File: src/rtl/lsu_pkg.sv
// Shared types for the LSU memory sequencer: access sizes, FSM states and the latched slot payload.
package lsu_pkg;

    localparam int unsigned ADDR_W = 32;
    localparam int unsigned DATA_W = 32;
    localparam int unsigned SIZE_W = 2;
    localparam int unsigned RD_W   = 5;

    localparam logic [SIZE_W-1:0] SZ_BYTE = 2'b00;
    localparam logic [SIZE_W-1:0] SZ_HALF = 2'b01;
    localparam logic [SIZE_W-1:0] SZ_WORD = 2'b10;

    typedef enum logic [1:0] {
        IDLE  = 2'd0,
        ISSUE = 2'd1,
        WAIT  = 2'd2,
        DONE  = 2'd3
    } lsu_seq_state_t;

    typedef struct packed {
        logic              is_load;
        logic [ADDR_W-1:0] addr;
        logic [DATA_W-1:0] wdata;
        logic [SIZE_W-1:0] size;
        logic              zero_ext;
        logic [RD_W-1:0]   rd;
    } lsu_slot_t;

endpackage

File: src/rtl/lsu_lane_align.sv
// Byte-lane steering for one access: byte enables, store shift-up, load shift-down, misalignment.
module lsu_lane_align
    import lsu_pkg::*;
(
    input  logic [1:0]        addr_lo,
    input  logic [SIZE_W-1:0] size,
    input  logic [DATA_W-1:0] wdata,
    input  logic [DATA_W-1:0] rdata,
    output logic [3:0]        be,
    output logic [DATA_W-1:0] wdata_sh,
    output logic [DATA_W-1:0] rdata_sh,
    output logic              misalign
);

    always_comb begin
        be       = 4'b0000;
        misalign = 1'b0;
        case (size)
            SZ_BYTE: be = 4'b0001 << addr_lo;
            SZ_HALF: begin
                be       = 4'b0011 << {addr_lo[1], 1'b0};
                misalign = addr_lo[0];
            end
            SZ_WORD: begin
                be       = 4'hF;
                misalign = (addr_lo != 2'b00);
            end
            default: misalign = 1'b1;
        endcase
    end

    assign wdata_sh = wdata << {addr_lo, 3'b000};
    assign rdata_sh = rdata >> {addr_lo, 3'b000};

endmodule

File: src/rtl/lsu_mem_sequencer.sv
// Serialises the valid LSU slots of one bundle onto the single data-memory port in slot order.
module lsu_mem_sequencer
    import lsu_pkg::*;
#(
    parameter int unsigned N_SLOTS = 2,
    parameter int unsigned SLOT_W  = $clog2(N_SLOTS)
) (
    input  logic                   clk,
    input  logic                   rst_n,
    input  logic                   bundle_valid,
    output logic                   bundle_ready,
    input  logic [N_SLOTS-1:0]     slot_valid,
    input  logic [N_SLOTS-1:0]     slot_is_load,
    input  logic [32*N_SLOTS-1:0]  slot_addr,
    input  logic [32*N_SLOTS-1:0]  slot_wdata,
    input  logic [2*N_SLOTS-1:0]   slot_size,
    input  logic [N_SLOTS-1:0]     slot_zero_ext,
    input  logic [5*N_SLOTS-1:0]   slot_rd,
    output logic                   stall,
    output logic                   mem_req,
    output logic                   mem_we,
    output logic [31:0]            mem_addr,
    output logic [31:0]            mem_wdata,
    output logic [3:0]             mem_be,
    input  logic                   mem_gnt,
    input  logic                   mem_rvalid,
    input  logic [31:0]            mem_rdata,
    output logic                   ld_valid,
    output logic [SLOT_W-1:0]      ld_slot,
    output logic [31:0]            ld_data,
    output logic [1:0]             ld_size,
    output logic                   ld_zero_ext,
    output logic [4:0]             ld_rd,
    output logic                   bundle_done,
    output logic                   misalign_err
);

    lsu_seq_state_t    state;
    lsu_seq_state_t    nxt_state;
    logic [N_SLOTS-1:0] pending_q;
    logic [N_SLOTS-1:0] nxt_pend;
    logic [N_SLOTS-1:0] cur_bit;
    logic [N_SLOTS-1:0] mis;
    logic [SLOT_W-1:0]  cur_q;
    logic [SLOT_W-1:0]  nxt_sel;
    logic               accept;

    lsu_slot_t          in_slot [N_SLOTS];
    lsu_slot_t          slots_q [N_SLOTS];
    lsu_slot_t          src     [N_SLOTS];
    logic [3:0]         be_a    [N_SLOTS];
    logic [DATA_W-1:0]  wsh_a   [N_SLOTS];
    logic [DATA_W-1:0]  rsh_a   [N_SLOTS];

    always_comb begin
        for (int i = 0; i < N_SLOTS; i++) begin
            in_slot[i].is_load  = slot_is_load[i];
            in_slot[i].addr     = slot_addr[32*i +: 32];
            in_slot[i].wdata    = slot_wdata[32*i +: 32];
            in_slot[i].size     = slot_size[2*i +: 2];
            in_slot[i].zero_ext = slot_zero_ext[i];
            in_slot[i].rd       = slot_rd[5*i +: 5];
        end
    end

    // In IDLE the lanes see the incoming bundle so the first request can register on accept.
    always_comb begin
        for (int i = 0; i < N_SLOTS; i++) begin
            src[i] = (state == IDLE) ? in_slot[i] : slots_q[i];
        end
    end

    for (genvar g = 0; g < N_SLOTS; g++) begin : g_lane
        lsu_lane_align u_align (
            .addr_lo  (src[g].addr[1:0]),
            .size     (src[g].size),
            .wdata    (src[g].wdata),
            .rdata    (mem_rdata),
            .be       (be_a[g]),
            .wdata_sh (wsh_a[g]),
            .rdata_sh (rsh_a[g]),
            .misalign (mis[g])
        );
    end

    always_comb begin
        nxt_state = state;
        nxt_pend  = pending_q;
        accept    = 1'b0;
        cur_bit   = N_SLOTS'(1) << cur_q;
        case (state)
            IDLE: begin
                if (bundle_valid) begin
                    accept    = 1'b1;
                    nxt_pend  = slot_valid & ~mis;
                    nxt_state = (|nxt_pend) ? ISSUE : DONE;
                end
            end
            ISSUE: begin
                if (mem_gnt) begin
                    if (src[cur_q].is_load) begin
                        nxt_state = WAIT;
                    end else begin
                        nxt_pend  = pending_q & ~cur_bit;
                        nxt_state = (|nxt_pend) ? ISSUE : DONE;
                    end
                end
            end
            WAIT: begin
                if (mem_rvalid) begin
                    nxt_pend  = pending_q & ~cur_bit;
                    nxt_state = (|nxt_pend) ? ISSUE : DONE;
                end
            end
            DONE:    nxt_state = IDLE;
            default: nxt_state = IDLE;
        endcase
        nxt_sel = '0;
        for (int i = N_SLOTS - 1; i >= 0; i--) begin
            if (nxt_pend[i]) nxt_sel = SLOT_W'(i);
        end
    end

    // Outputs are registered from the next state so they align with the state they describe.
    always_ff @(posedge clk or negedge rst_n) begin
        if (!rst_n) begin
            state        <= IDLE;
            pending_q    <= '0;
            cur_q        <= '0;
            for (int i = 0; i < N_SLOTS; i++) slots_q[i] <= '0;
            bundle_ready <= 1'b1;
            stall        <= 1'b0;
            mem_req      <= 1'b0;
            mem_we       <= 1'b0;
            mem_addr     <= '0;
            mem_wdata    <= '0;
            mem_be       <= '0;
            ld_valid     <= 1'b0;
            ld_slot      <= '0;
            ld_data      <= '0;
            ld_size      <= '0;
            ld_zero_ext  <= 1'b0;
            ld_rd        <= '0;
            bundle_done  <= 1'b0;
            misalign_err <= 1'b0;
        end else begin
            state     <= nxt_state;
            pending_q <= nxt_pend;
            if (accept) begin
                for (int i = 0; i < N_SLOTS; i++) slots_q[i] <= in_slot[i];
            end
            if (nxt_state == ISSUE) cur_q <= nxt_sel;

            bundle_ready <= (nxt_state == IDLE);
            stall        <= (nxt_state != IDLE);
            bundle_done  <= (nxt_state == DONE);
            misalign_err <= accept && (|(slot_valid & mis));

            if (nxt_state == ISSUE) begin
                mem_req   <= 1'b1;
                mem_we    <= ~src[nxt_sel].is_load;
                mem_addr  <= {src[nxt_sel].addr[31:2], 2'b00};
                mem_wdata <= wsh_a[nxt_sel];
                mem_be    <= be_a[nxt_sel];
            end else begin
                mem_req   <= 1'b0;
                mem_we    <= 1'b0;
                mem_addr  <= '0;
                mem_wdata <= '0;
                mem_be    <= '0;
            end

            ld_valid <= (state == WAIT) && mem_rvalid;
            if ((state == WAIT) && mem_rvalid) begin
                ld_slot     <= cur_q;
                ld_data     <= rsh_a[cur_q];
                ld_size     <= src[cur_q].size;
                ld_zero_ext <= src[cur_q].zero_ext;
                ld_rd       <= src[cur_q].rd;
            end
        end
    end

endmodule

File: config.mk
export PLATFORM = sky130hd
export DESIGN_NAME = lsu_mem_sequencer
export DESIGN_NICKNAME = d
export VERILOG_FILES = /design/src/rtl/lsu_pkg.sv /design/src/rtl/lsu_lane_align.sv /design/src/rtl/lsu_mem_sequencer.sv
export SDC_FILE = /design/constraint.sdc
export NUM_CORES = 1
export LEC_CHECK = 0
export CAP_MARGIN = 20
export CORE_MARGIN = 4
export CORE_UTILIZATION = 46
export DETAILED_ROUTE_END_ITERATION = 8
export HOLD_SLACK_MARGIN = 0.03
export PLACE_DENSITY_LB_ADDON = 0.08
export SYNTH_ARGS = -nofsm -noshare
export SYNTH_HDL_FRONTEND = slang
export SYNTH_SLANG_ARGS = --single-unit
File: constraint.sdc
create_clock -name clk -period 2.4 [get_ports clk]
set_input_delay 0.36 -clock clk [delete_from_list [all_inputs] [get_ports clk]]
set_output_delay 0.36 -clock clk [all_outputs]
set_load 0.02 [all_outputs]
==> results of run 1 <==
[per-layer routing]
metal / part of all wire (%) / wire length, um / GRT usage (%)
met1: 43 / 18020 / 36.09
met2: 46 / 19330 / 40.18
met3: 7.5 / 3132 / 3.901
met4: 3.1 / 1278 / 7.458
met5: 0.019 / 8 / 0
[stage by stage]
stage               hold slack [ns]  instances  setup slack [ns]
floorplan                   0.06441       1460            0.1155
global placement             0.3559       2129           -0.1625
detailed placement           0.3527       2129           -0.2359
CTS                          0.3266       2189         0.0006912
global route                 0.3482       2193          -0.02694
finish                       0.3484       2193           0.04162
[flip-flops by register name (all words and copies together), names as in the netlist]
| register | count |
|---|---|
| slots_q | 146 |
| ld_data | 32 |
| mem_wdata | 32 |
| mem_addr | 30 |
| ld_rd | 5 |
| mem_be | 4 |
| ld_size | 2 |
| pending_q | 2 |
| state | 2 |
| bundle_done | 1 |
| bundle_ready | 1 |
| cur_q | 1 |
| ld_slot | 1 |
| ld_valid | 1 |
| ld_zero_ext | 1 |
| mem_req | 1 |
| mem_we | 1 |
| misalign_err | 1 |
| stall | 1 |
[final cells by class]
class | count | area (um^2) | share of cell area (%)
Tap cell | 384 | 480.5 | 2.569
Inverter | 15 | 60.06 | 0.3211
Multi-Input combinational cell | 1068 | 6450 | 34.48
Timing Repair Buffer | 404 | 4050 | 21.65
Clock inverter | 8 | 96.34 | 0.5151
Sequential cell | 265 | 6635 | 35.47
Clock buffer | 48 | 929.6 | 4.970
Antenna cell | 1 | 2.502 | 0.01338
[what timing repair did]
| action | 4_1_cts | 5_1_grt |
|---|---|---|
| hold buffers | 1 | 0 |
| hold endpoints to repair | 55 | 0 |
| gates resized for setup | 5 | 23 |
| cloned | 1 | 0 |
| setup buffers | 2 | 3 |
| endpoints found under the setup margin | 79 | 95 |
| pin swaps | 1 | 1 |
[layout by cell type (no fill, tap or decap), types with 16 or more instances in the layout]
master / n
mux2i_1: 85
buf_12: 16
or3_1: 16
buf_4: 83
clkdlybuf4s50_1: 297
mux2_2: 16
nand2_1: 540
mux4_2: 33
clkbuf_16: 31
o21ai_0: 45
a211oi_1: 46
nand3_1: 24
nor2b_1: 51
nor2_1: 20
dfrtp_1: 262
a21oi_1: 48
[power by group through the flow]
| stage | clock [W] | combinational, W | sequential (W) |
|---|---|---|---|
| 6_report | 0.00470 | 0.0141 | 0.00749 |
| 5_1_grt | 0.00500 | 0.0154 | 0.00769 |
| 4_1_cts | 0.00480 | 0.0138 | 0.00747 |
| 3_5_place_dp | 0 | 0.0136 | 0.00753 |
| 3_3_place_gp | 0 | 0.0134 | 0.00746 |
| 2_1_floorplan | 0 | 0.00781 | 0.00797 |
[worst register-to-register path: stages (launching register included)]
cell,delay (ns)
dfrtp_2,0.46
buf_4,0.16
nand2_1,0.08
or3_4,0.35
a21oi_4,0.20
buf_4,0.16
o221ai_4,0.15
buf_12,0.18
or3_1,0.40
a21oi_1,0.14
[cell families (layout without fill, tap and decap cells)]
logic type | count (synthesis) | after routing | synth area share [%]
other cells | 1 | 3 | 0.02781
flops | 265 | 265 | 49.19
mux | 143 | 143 | 14.14
simple gates | 703 | 703 | 22.08
buf+inv | 127 | 475 | 4.009
compound gates | 220 | 220 | 10.55
[final timing paths]
kind / from / end / slack [ns] / cells after the start
setup / recovery: state[0] / mem_wdata[8] / 0.04 / 9
hold / removal: rst_n / mem_addr[29] / 0.35 / 2
setup reg to reg: state[0] / mem_wdata[8] / 0.04 / 9
hold reg to reg: slots_q[56] / slots_q[56] / 0.47 / 2
max in group asynchronous: rst_n / slots_q[59] / 1.26 / 3
min in group clk: slot_rd[9] / slots_q[4] / 0.35 / 3
==> metrics.txt, run 1 <==
worst path bufs/invs=3; Routed wire per std cell=~19 um; gpl congestion=slightly below 0.9; Max Cap Viol=0; slowest library cell on the worst path=dfrtp_2; Pwr Total=~0.026 W; IO buf count=around 300; Nets=around 2000; CP delay by family, top=simple AND/OR/NAND/NOR gates; commonest cells in the synthesized netlist=541 x nand2_1, 264 x dfrtp_1, 86 x mux2i_1, 70 x clkbuf_1, 51 x nor2b_1; post-route DRC violation count=0; final-report setup violation count=0; Fill cells=between 2000 and 2500; synthesized area=13480 um^2; DRT Wirelength=approximately 42000 um; Design Area, Final=18700 um^2; worst setup path class=reg -> reg; total grt overflow=0; crit-path cells=buf_4 > nand2_1 > or3_4 > a21oi_4 > buf_4 > o221ai_4 > buf_12 > or3_1 > a21oi_1; slowest stage delay, CP=around 0.46 ns; status=complete, no violations; Post-Syn Area per Cell=around 9 um^2; I/O pin cnt=301; first-pass GRT wire length=roughly 65000 um; vias per std cell=5.455; worst slew pin tran=approximately 0.69 ns; hold crit path type=in -> async; CP Max Fanout=19; Area contributors post-synth=dfrtp_1 49%, nand2_1 15%, mux2i_1 6.4%; Clock Skew=0.01612 ns; Synth Instances=between 1000 and 1500; Placement Rows=a little over 60; total core area=~29000 um^2; Area growth syn-to-layout=38.73%; Worst setup SP type=flop; clock-pin slew on the worst setup and hold paths=approximately 0.06 ns; Via Count=~12000; Fin Setup TNS=0 ns; Synth async-reset ratio=100.0%; Crit path required time=about 2.9 ns; CTS max path bufs=3; Slew HR=a little over half; Main synth FF type=dfrtp_1; Die Height=approximately 180 um; Worst setup EP type=flop; Synth Register Bits=roughly 270; pin count of the biggest net entering global routing=130; Die W=roughly 180 um; total leakage power=~8.6 nW; Tmin final=~2.4 ns; initial antenna violation count=2; final hold vios=0; Worst path most repeated cell=buf_4; switch share=between 40% and 50%; top cell type's share of synthesized area=about half; Tcrit/Tclk final=98.27%; gr usage total=between 20% and 30%; Synth cell types=57; Num CTS Buffers=31; Cell Area, Placed=between 15000 and 20000 um^2; clock sinks=265; Initial DRC Count=around 830; unrepaired setup endpoints after global routing=true; Reg power frac=about 28%; CTS tree=yes; Seq/Total Area, Yosys=between 40 and 50%; area leader, netlist=dfrtp_1; Post-synth EDFFs=0; Final Util=64.99%; top-count cell post-synth=nand2_1; Worst-Skew Late Latency=between 0.5 and 0.6 ns; Switching Power=around 0.011 W; Internal=between 0.015 and 0.02 W; Data arrival, critical path=2.82 ns; htree depth=1; share of cells above drive strength 1=between 10% and 20%; Final ANT Viol Nets=0; FMAX=~420 MHz; Combinational Power Share=53.6%; vias in the first global route=roughly 12000; HPWL after DPL=~29000 um; Max Slew Vio Count=0; power density cells=approximately 1400 nW/um^2; Detailed Routing Iterations Pass 1=6; die area=32110 um^2; Ys Warns=0; CTS root buffer=clkbuf_16; Clock power frac=between 15 and 20%; VDD IR max=between 0.6 and 0.7 mV; Initial Util=46.85%
Note: power is estimated with default switching activity, not from simulation.
==> inputs of run 2 (changes only) <==
CORE_MARGIN = unset   (was 4)
CORE_UTILIZATION = 47   (was 46)
SYNTH_HIERARCHICAL = 1   (was unset)
==> run 2 against run 1 <==
Net effect:
- the run now ends with negative setup slack left
- die area decreased by 3.5%
- wire length is 5.3% lower
- global-route usage fell by 0.18 points
- power increased by 8.8%
- sequential share of layout area fell by 0.98 points
- clock-buffer cell count rose by 1
- utilization is 0.27 points lower
- synthesized cell count is 6.8% lower
- non-clock buffer count down 23
- sequential cell count is the same
- combinational power rose by 18%
- clock power fell by 1%
- largest cell class is now multi-input combinational cells
==> metrics.txt, run 2 <==
share of cells above drive strength 1=11.66% (-1.4 points); IO buf count=298 (unchanged); clock-pin slew on the worst setup and hold paths=0.06 ns (about the same); gpl congestion=0.8407 (-4.8%); register name with the most flops=slots_q; Post-Syn Area per Cell=10.47 um^2 (+13%); Initial Util=47.89% (+1.0 points); total grt overflow=0 (unchanged); Detailed Routing Iterations Pass 1=5 (-1); top-count cell post-synth=nand2_1; final worst slack=-0.5043 ns (-0.5460 ns); Tmin final=2.904 ns (+0.5460 ns); commonest non-fill, non-tap cells in the layout=297 x clkdlybuf4s50_1, 281 x nand2_1, 263 x dfrtp_1; RR Startpoint=state[1]; CTS root buffer=clkbuf_16; Max Slew Vio Count=0 (unchanged); Largest register FFs=146 (unchanged); failing checks=negative setup slack; Register-to-Register Path Depth=14 (+5); top cell type's share of synthesized area=46.42% (-2.6 points); CTS max path bufs=3 (unchanged); Die Height=176.0 um (-1.8%); Synth async-reset ratio=100.0% (unchanged); Num CTS Buffers=30 (-3.2%); Worst setup EP type=flop; initial antenna violation count=10 (+8); Nets=1851 (-6.0%); Routed wire per std cell=18.98 um (-0.36%); pin count of the biggest net entering global routing=84 (-35%); gr usage total=25.08% (-0.18 points); Synth Register Bits=265 (unchanged); Clock Skew=0.02124 ns (+0.005121 ns); Worst-Skew Late Latency=0.57 ns (+0.02 ns); DP Worst Slack=-0.7833 ns (-0.5474 ns); worst setup path start=state[1]; Largest regs=slots_q: 146 flops, ld_data: 32 flops, mem_wdata: 32 flops; htree depth=1 (unchanged); Synth Instances=1360 (-6.8%); commonest cells in the synthesized netlist=295 x nand2_1, 264 x dfrtp_1, 147 x mux2_1, 143 x mux2i_1, 71 x nor2_1; final hold vios=0 (unchanged); Main synth FF type=dfrtp_1; hold_ws=0.3217 ns (-0.02670 ns); synthesized area=14230 um^2 (+5.6%); Post-synth EDFFs=0 (unchanged); Final ANT Viol Nets=0 (unchanged); Synth cell types=48 (-16%); Max Cap Viol=0 (unchanged); CTS tree=yes; Slew HR=47.47% (-6.7 points); Crit path required time=2.82 ns (-0.05 ns); CP Max Fanout=6 (-13); DRT Wirelength=39570 um (-5.3%); power density cells=1485 nW/um^2 (+5.8%); Die W=176.0 um (-1.8%); Worst setup SP type=flop; Tcrit/Tclk final=121.0% (+23 points); status=complete, but fails checks; Area contributors post-synth=dfrtp_1 46%, mux2_1 12%, mux2i_1 10%; I/O pin cnt=301 (unchanged); total core area=29720 um^2 (+3.3%); first-pass GRT wire length=60860 um (-5.7%); VDD IR max=0.8563 mV (+28%); Worst R2R End=mem_addr[2]; FMAX=344.3 MHz (-19%); Fin Setup TNS=-29.77 ns (-29.77 ns); Register-to-Register Setup Slack=-0.50 ns (-0.55 ns); final non-filler cell total=2085 (-4.9%); area leader, netlist=dfrtp_1; die area=30980 um^2 (-3.5%); total leakage power=8.379 nW (-2.3%); Pwr Total=0.02856 W (+8.8%); unrepaired setup endpoints after global routing=true; vias per std cell=5.368 (-1.6%); placed cell count=2003 (-5.9%); clock sinks=265 (unchanged); Data arrival, critical path=3.32 ns (+0.50 ns); commonest non-fill, non-tap cell in the layout=clkdlybuf4s50_1; Via Count=11190 (-6.4%); HPWL after DPL=26750 um (-7.8%); Seq/Total Area, Yosys=46.60% (-2.6 points); worst setup path class=reg -> reg; Area growth syn-to-layout=35.14%; vias in the first global route=11110 (-5.2%); Initial DRC Count=684 (-18%); hold crit path type=in -> async; final-report setup violation count=68 (+68); Placement Rows=63 (+1.6%); post-route DRC violation count=0 (unchanged); worst slew pin tran=0.7879 ns (+0.1003 ns); Ys Warns=6 (+6)
run 2: worst max-delay path, stage by stage, from the launching register on:
cell,delay [ns]
dfrtp_1,0.39
or2_4,0.29
nand2_4,0.08
nand2_4,0.07
nor2_4,0.11
nor2b_1,0.05
o22a_1,0.21
and3b_1,0.24
o21ai_2,0.06
a222oi_1,0.36
buf_4,0.21
buf_12,0.15
clkbuf_16,0.16
mux4_1,0.27
nor2b_1,0.14
run 2: power by group:
part / total (W) / switching [W] / internal (W)
clock: 0.00464 / 0.00187 / 0.00277
combinational: 0.0166 / 0.00876 / 0.00780
sequential: 0.00737 / 0.000936 / 0.00643
run 2: metrics by stage:
stage,utilization [%],instance area [um^2]
after floorplan,-,14330
after global placement,59.67,17730
after detailed placement,59.67,17730
after CTS,63.84,18970
after global routing,64.71,19230
final,64.72,19230
run 2: worst max-delay path by stage:
stage	endpoint	slack, ns	cells after the start
global placement	mem_addr[19]	-0.67	13
detailed placement	mem_addr[19]	-0.78	13
finish	mem_addr[2]	-0.50	14
CTS	mem_addr[12]	-0.43	13
global route	mem_addr[31]	-0.64	15
floorplan	mem_addr[23]	-0.92	18
run 2: area by class of cell:
cell class	instances	area (um^2)
inverters	9	33.78
repair buffers	381	4026
clock buffers	49	942.2
fillers	2395	10480
well taps	390	488.0
multi-input cells	979	7028
clock inverters	6	66.31
diodes	6	15.01
flip-flops and latches	265	6634
run 2: cells by family after synthesis:
logic type / share of synthesized area [%]
other cells: 0.02635
flops: 46.60
compound gates: 6.813
simple gates: 15.08
buf+inv: 4.756
mux: 26.73
run 2: routing by layer:
metal	vias up	global-route usage (%)	wire (um)
met5	-	0	33
met4	6	7.138	941
li1	5263	-	-
met3	61	6.761	3094
met2	383	40.42	18450
met1	5480	33.21	17040
run 2: repair_timing:
action                                  CTS  global route
hold buffers                              1             0
buffers inserted                         10             3
endpoints found under the setup margin   79            86
cloned                                    3             6
gates resized for setup                  22            29
pin swaps                                 5            14
endpoints found under the hold margin    44             0
==> inputs of run 3 (changes only) <==
HOLD_SLACK_MARGIN = 0.15   (was 0.03)
RECOVER_POWER = 25   (was unset)
==> run 3 against run 2 <==
Net effect:
- the run still ends with negative setup slack left
- worst setup slack worse by 0.0050 ns
- cell count stayed put
- sequential power barely moved
- power hardly changed
- critical path type unchanged
- critical endpoint unchanged
- largest power group unchanged
- highest routed layer unchanged
==> metrics.txt, run 3 (same netlist as run 2, synthesis figures left out) <==
status=complete, but fails checks; crit-path cells=or2_4 > nand2_4 > nand2_4 > nor2_4 > nor2b_1 > o22a_1 > and3b_1 > o21ai_2 > a222oi_1 > buf_4 > buf_12 > clkbuf_16 > mux4_1 > nor2b_1; Die W=176.0 um (unchanged); failing checks=negative setup slack; Worst setup SP type=flop; vias in the first global route=11110 (unchanged); I/O pin cnt=301 (unchanged); Placement Rows=63 (unchanged); total core area=29720 um^2 (unchanged); Clock Skew=0.02203 ns (+0.0007927 ns); Data arrival, critical path=3.33 ns (about the same); Tmin final=2.909 ns (+0.004994 ns); FMAX=343.7 MHz (-0.17%); Pwr Total=0.02854 W (about the same); CP Max Fanout=6 (unchanged); total leakage power=8.361 nW (-0.21%); slowest library cell on the worst path=dfrtp_1; Most Crowded Layer GR=met2; Routed wire per std cell=18.97 um (about the same); Nets=1851 (unchanged); total grt overflow=0 (unchanged); Worst setup EP type=flop; CTS root buffer=clkbuf_16; Largest regs=slots_q: 146 flops, ld_data: 32 flops, mem_wdata: 32 flops; Largest register FFs=146 (unchanged); power density cells=1488 nW/um^2 (+0.18%); final hold vios=0 (unchanged); pin count of the biggest net entering global routing=84 (unchanged); worst setup path class=reg -> reg; clock-pin slew on the worst setup and hold paths=0.06 ns (about the same); commonest non-fill, non-tap cell in the layout=clkdlybuf4s50_1; CTS max path bufs=3 (unchanged); worst path bufs/invs=3 (unchanged); first-pass GRT wire length=60860 um (unchanged); clock sinks=265 (unchanged); vias per std cell=5.369 (about the same); hold crit path type=in -> reg; Initial DRC Count=706 (+3.2%); Detailed Routing Iterations Pass 1=5 (unchanged); unrepaired setup endpoints after global routing=true; HPWL after DPL=26750 um (unchanged); CP delay by family, top=simple AND/OR/NAND/NOR gates; Slew HR=11.36% (-36 points); post-route DRC violation count=0 (unchanged); Tcrit/Tclk final=121.2% (+0.21 points); commonest non-fill, non-tap cells in the layout=297 x clkdlybuf4s50_1, 281 x nand2_1, 263 x dfrtp_1; worst slew pin tran=1.330 ns (+0.5417 ns); die area=30980 um^2 (unchanged); Crit path required time=2.82 ns (about the same); IO buf count=298 (unchanged); register name with the most flops=slots_q; share of cells above drive strength 1=11.66% (unchanged); gr usage total=25.08% (unchanged); Num CTS Buffers=30 (unchanged); Die Height=176.0 um (unchanged); Max Slew Vio Count=0 (unchanged); htree depth=1 (unchanged); final-report setup violation count=68 (unchanged); final worst slack=-0.5093 ns (-0.004994 ns); slowest stage delay, CP=0.39 ns (about the same); Via Count=11200 (+0.018%); gpl congestion=0.8407 (unchanged); Fin Setup TNS=-30.02 ns (-0.2480 ns); CTS tree=yes; Area growth syn-to-layout=34.80%; hold_ws=0.4070 ns (+0.08527 ns); met1 Resource Use GR=33.21% (unchanged); VDD IR max=0.8532 mV (-0.36%); Initial Util=47.89% (unchanged); DRT Wirelength=39550 um (about the same); Max Cap Viol=0 (unchanged); Worst-Skew Late Latency=0.57 ns (about the same); M2 GR Usage=40.42% (unchanged); initial antenna violation count=10 (unchanged); Final ANT Viol Nets=0 (unchanged); M3 GR Usage=6.761% (unchanged)
run 3: cell type report:
type | count | area, um^2
Fill cell | 2400 | 10530
Multi-Input combinational cell | 979 | 7028
Sequential cell | 265 | 6634
Timing Repair Buffer | 381 | 3979
Clock buffer | 49 | 942.2
Tap cell | 390 | 488.0
Clock inverter | 6 | 66.31
Inverter | 9 | 33.78
Antenna cell | 6 | 15.01
run 3: timing repair:
action | CTS | global route
hold buffers | 1 | 0
setup endpoints to repair | 79 | 86
hold endpoints to repair | 135 | 0
setup buffers | 10 | 3
resized for setup | 22 | 29
cloned | 3 | 6
pin swaps | 5 | 14
run 3: per-stage QoR:
step                      instance area, um^2  setup WS (ns)  utilization (%)  std cells
after floorplan                         14330        -0.9213                -       1361
after global placement                  17730        -0.6677            59.67       2003
after detailed placement                17730        -0.7833            59.67       2003
after CTS                               18970        -0.4335            63.84       2071
after global routing                    19180        -0.6417            64.55       2084
final                                   19190        -0.5093            64.56       2085
run 3: path summary, 6_finish.rpt:
path                            slack (ns)            to  cells past startpoint         from
worst min register to register        0.48   ld_data[13]                      2  ld_data[13]
max in group asynchronous             0.27  slots_q[140]                      3        rst_n
worst min-delay path                  0.41   slots_q[76]                      2   slot_rd[3]
worst max register to register       -0.51   mem_addr[2]                     14     state[1]
worst max-delay path                 -0.51   mem_addr[2]                     14     state[1]
min in group asynchronous             0.63      ld_valid                      2        rst_n
run 3: worst register-to-register path, cell delays in order (launching register included):
cell	delay, ns
dfrtp_1	0.39
or2_4	0.29
nand2_4	0.08
nand2_4	0.07
nor2_4	0.11
nor2b_1	0.05
o22a_1	0.20
and3b_1	0.24
o21ai_2	0.06
a222oi_1	0.36
buf_4	0.21
buf_12	0.15
clkbuf_16	0.16
mux4_1	0.27
nor2b_1	0.14
run 3: where the power goes:
group / leakage, nW / internal, W / switching (W)
registers: 3.29 / 0.00643 / 0.000937
logic: 4.57 / 0.00779 / 0.00874
clock network: 0.501 / 0.00277 / 0.00187
run 3: metal layers:
metal	up-vias	share of wire (%)
met5	-	0.083
met4	6	2.4
met3	60	7.8
met2	369	47
met1	5497	43
li1	5263	-
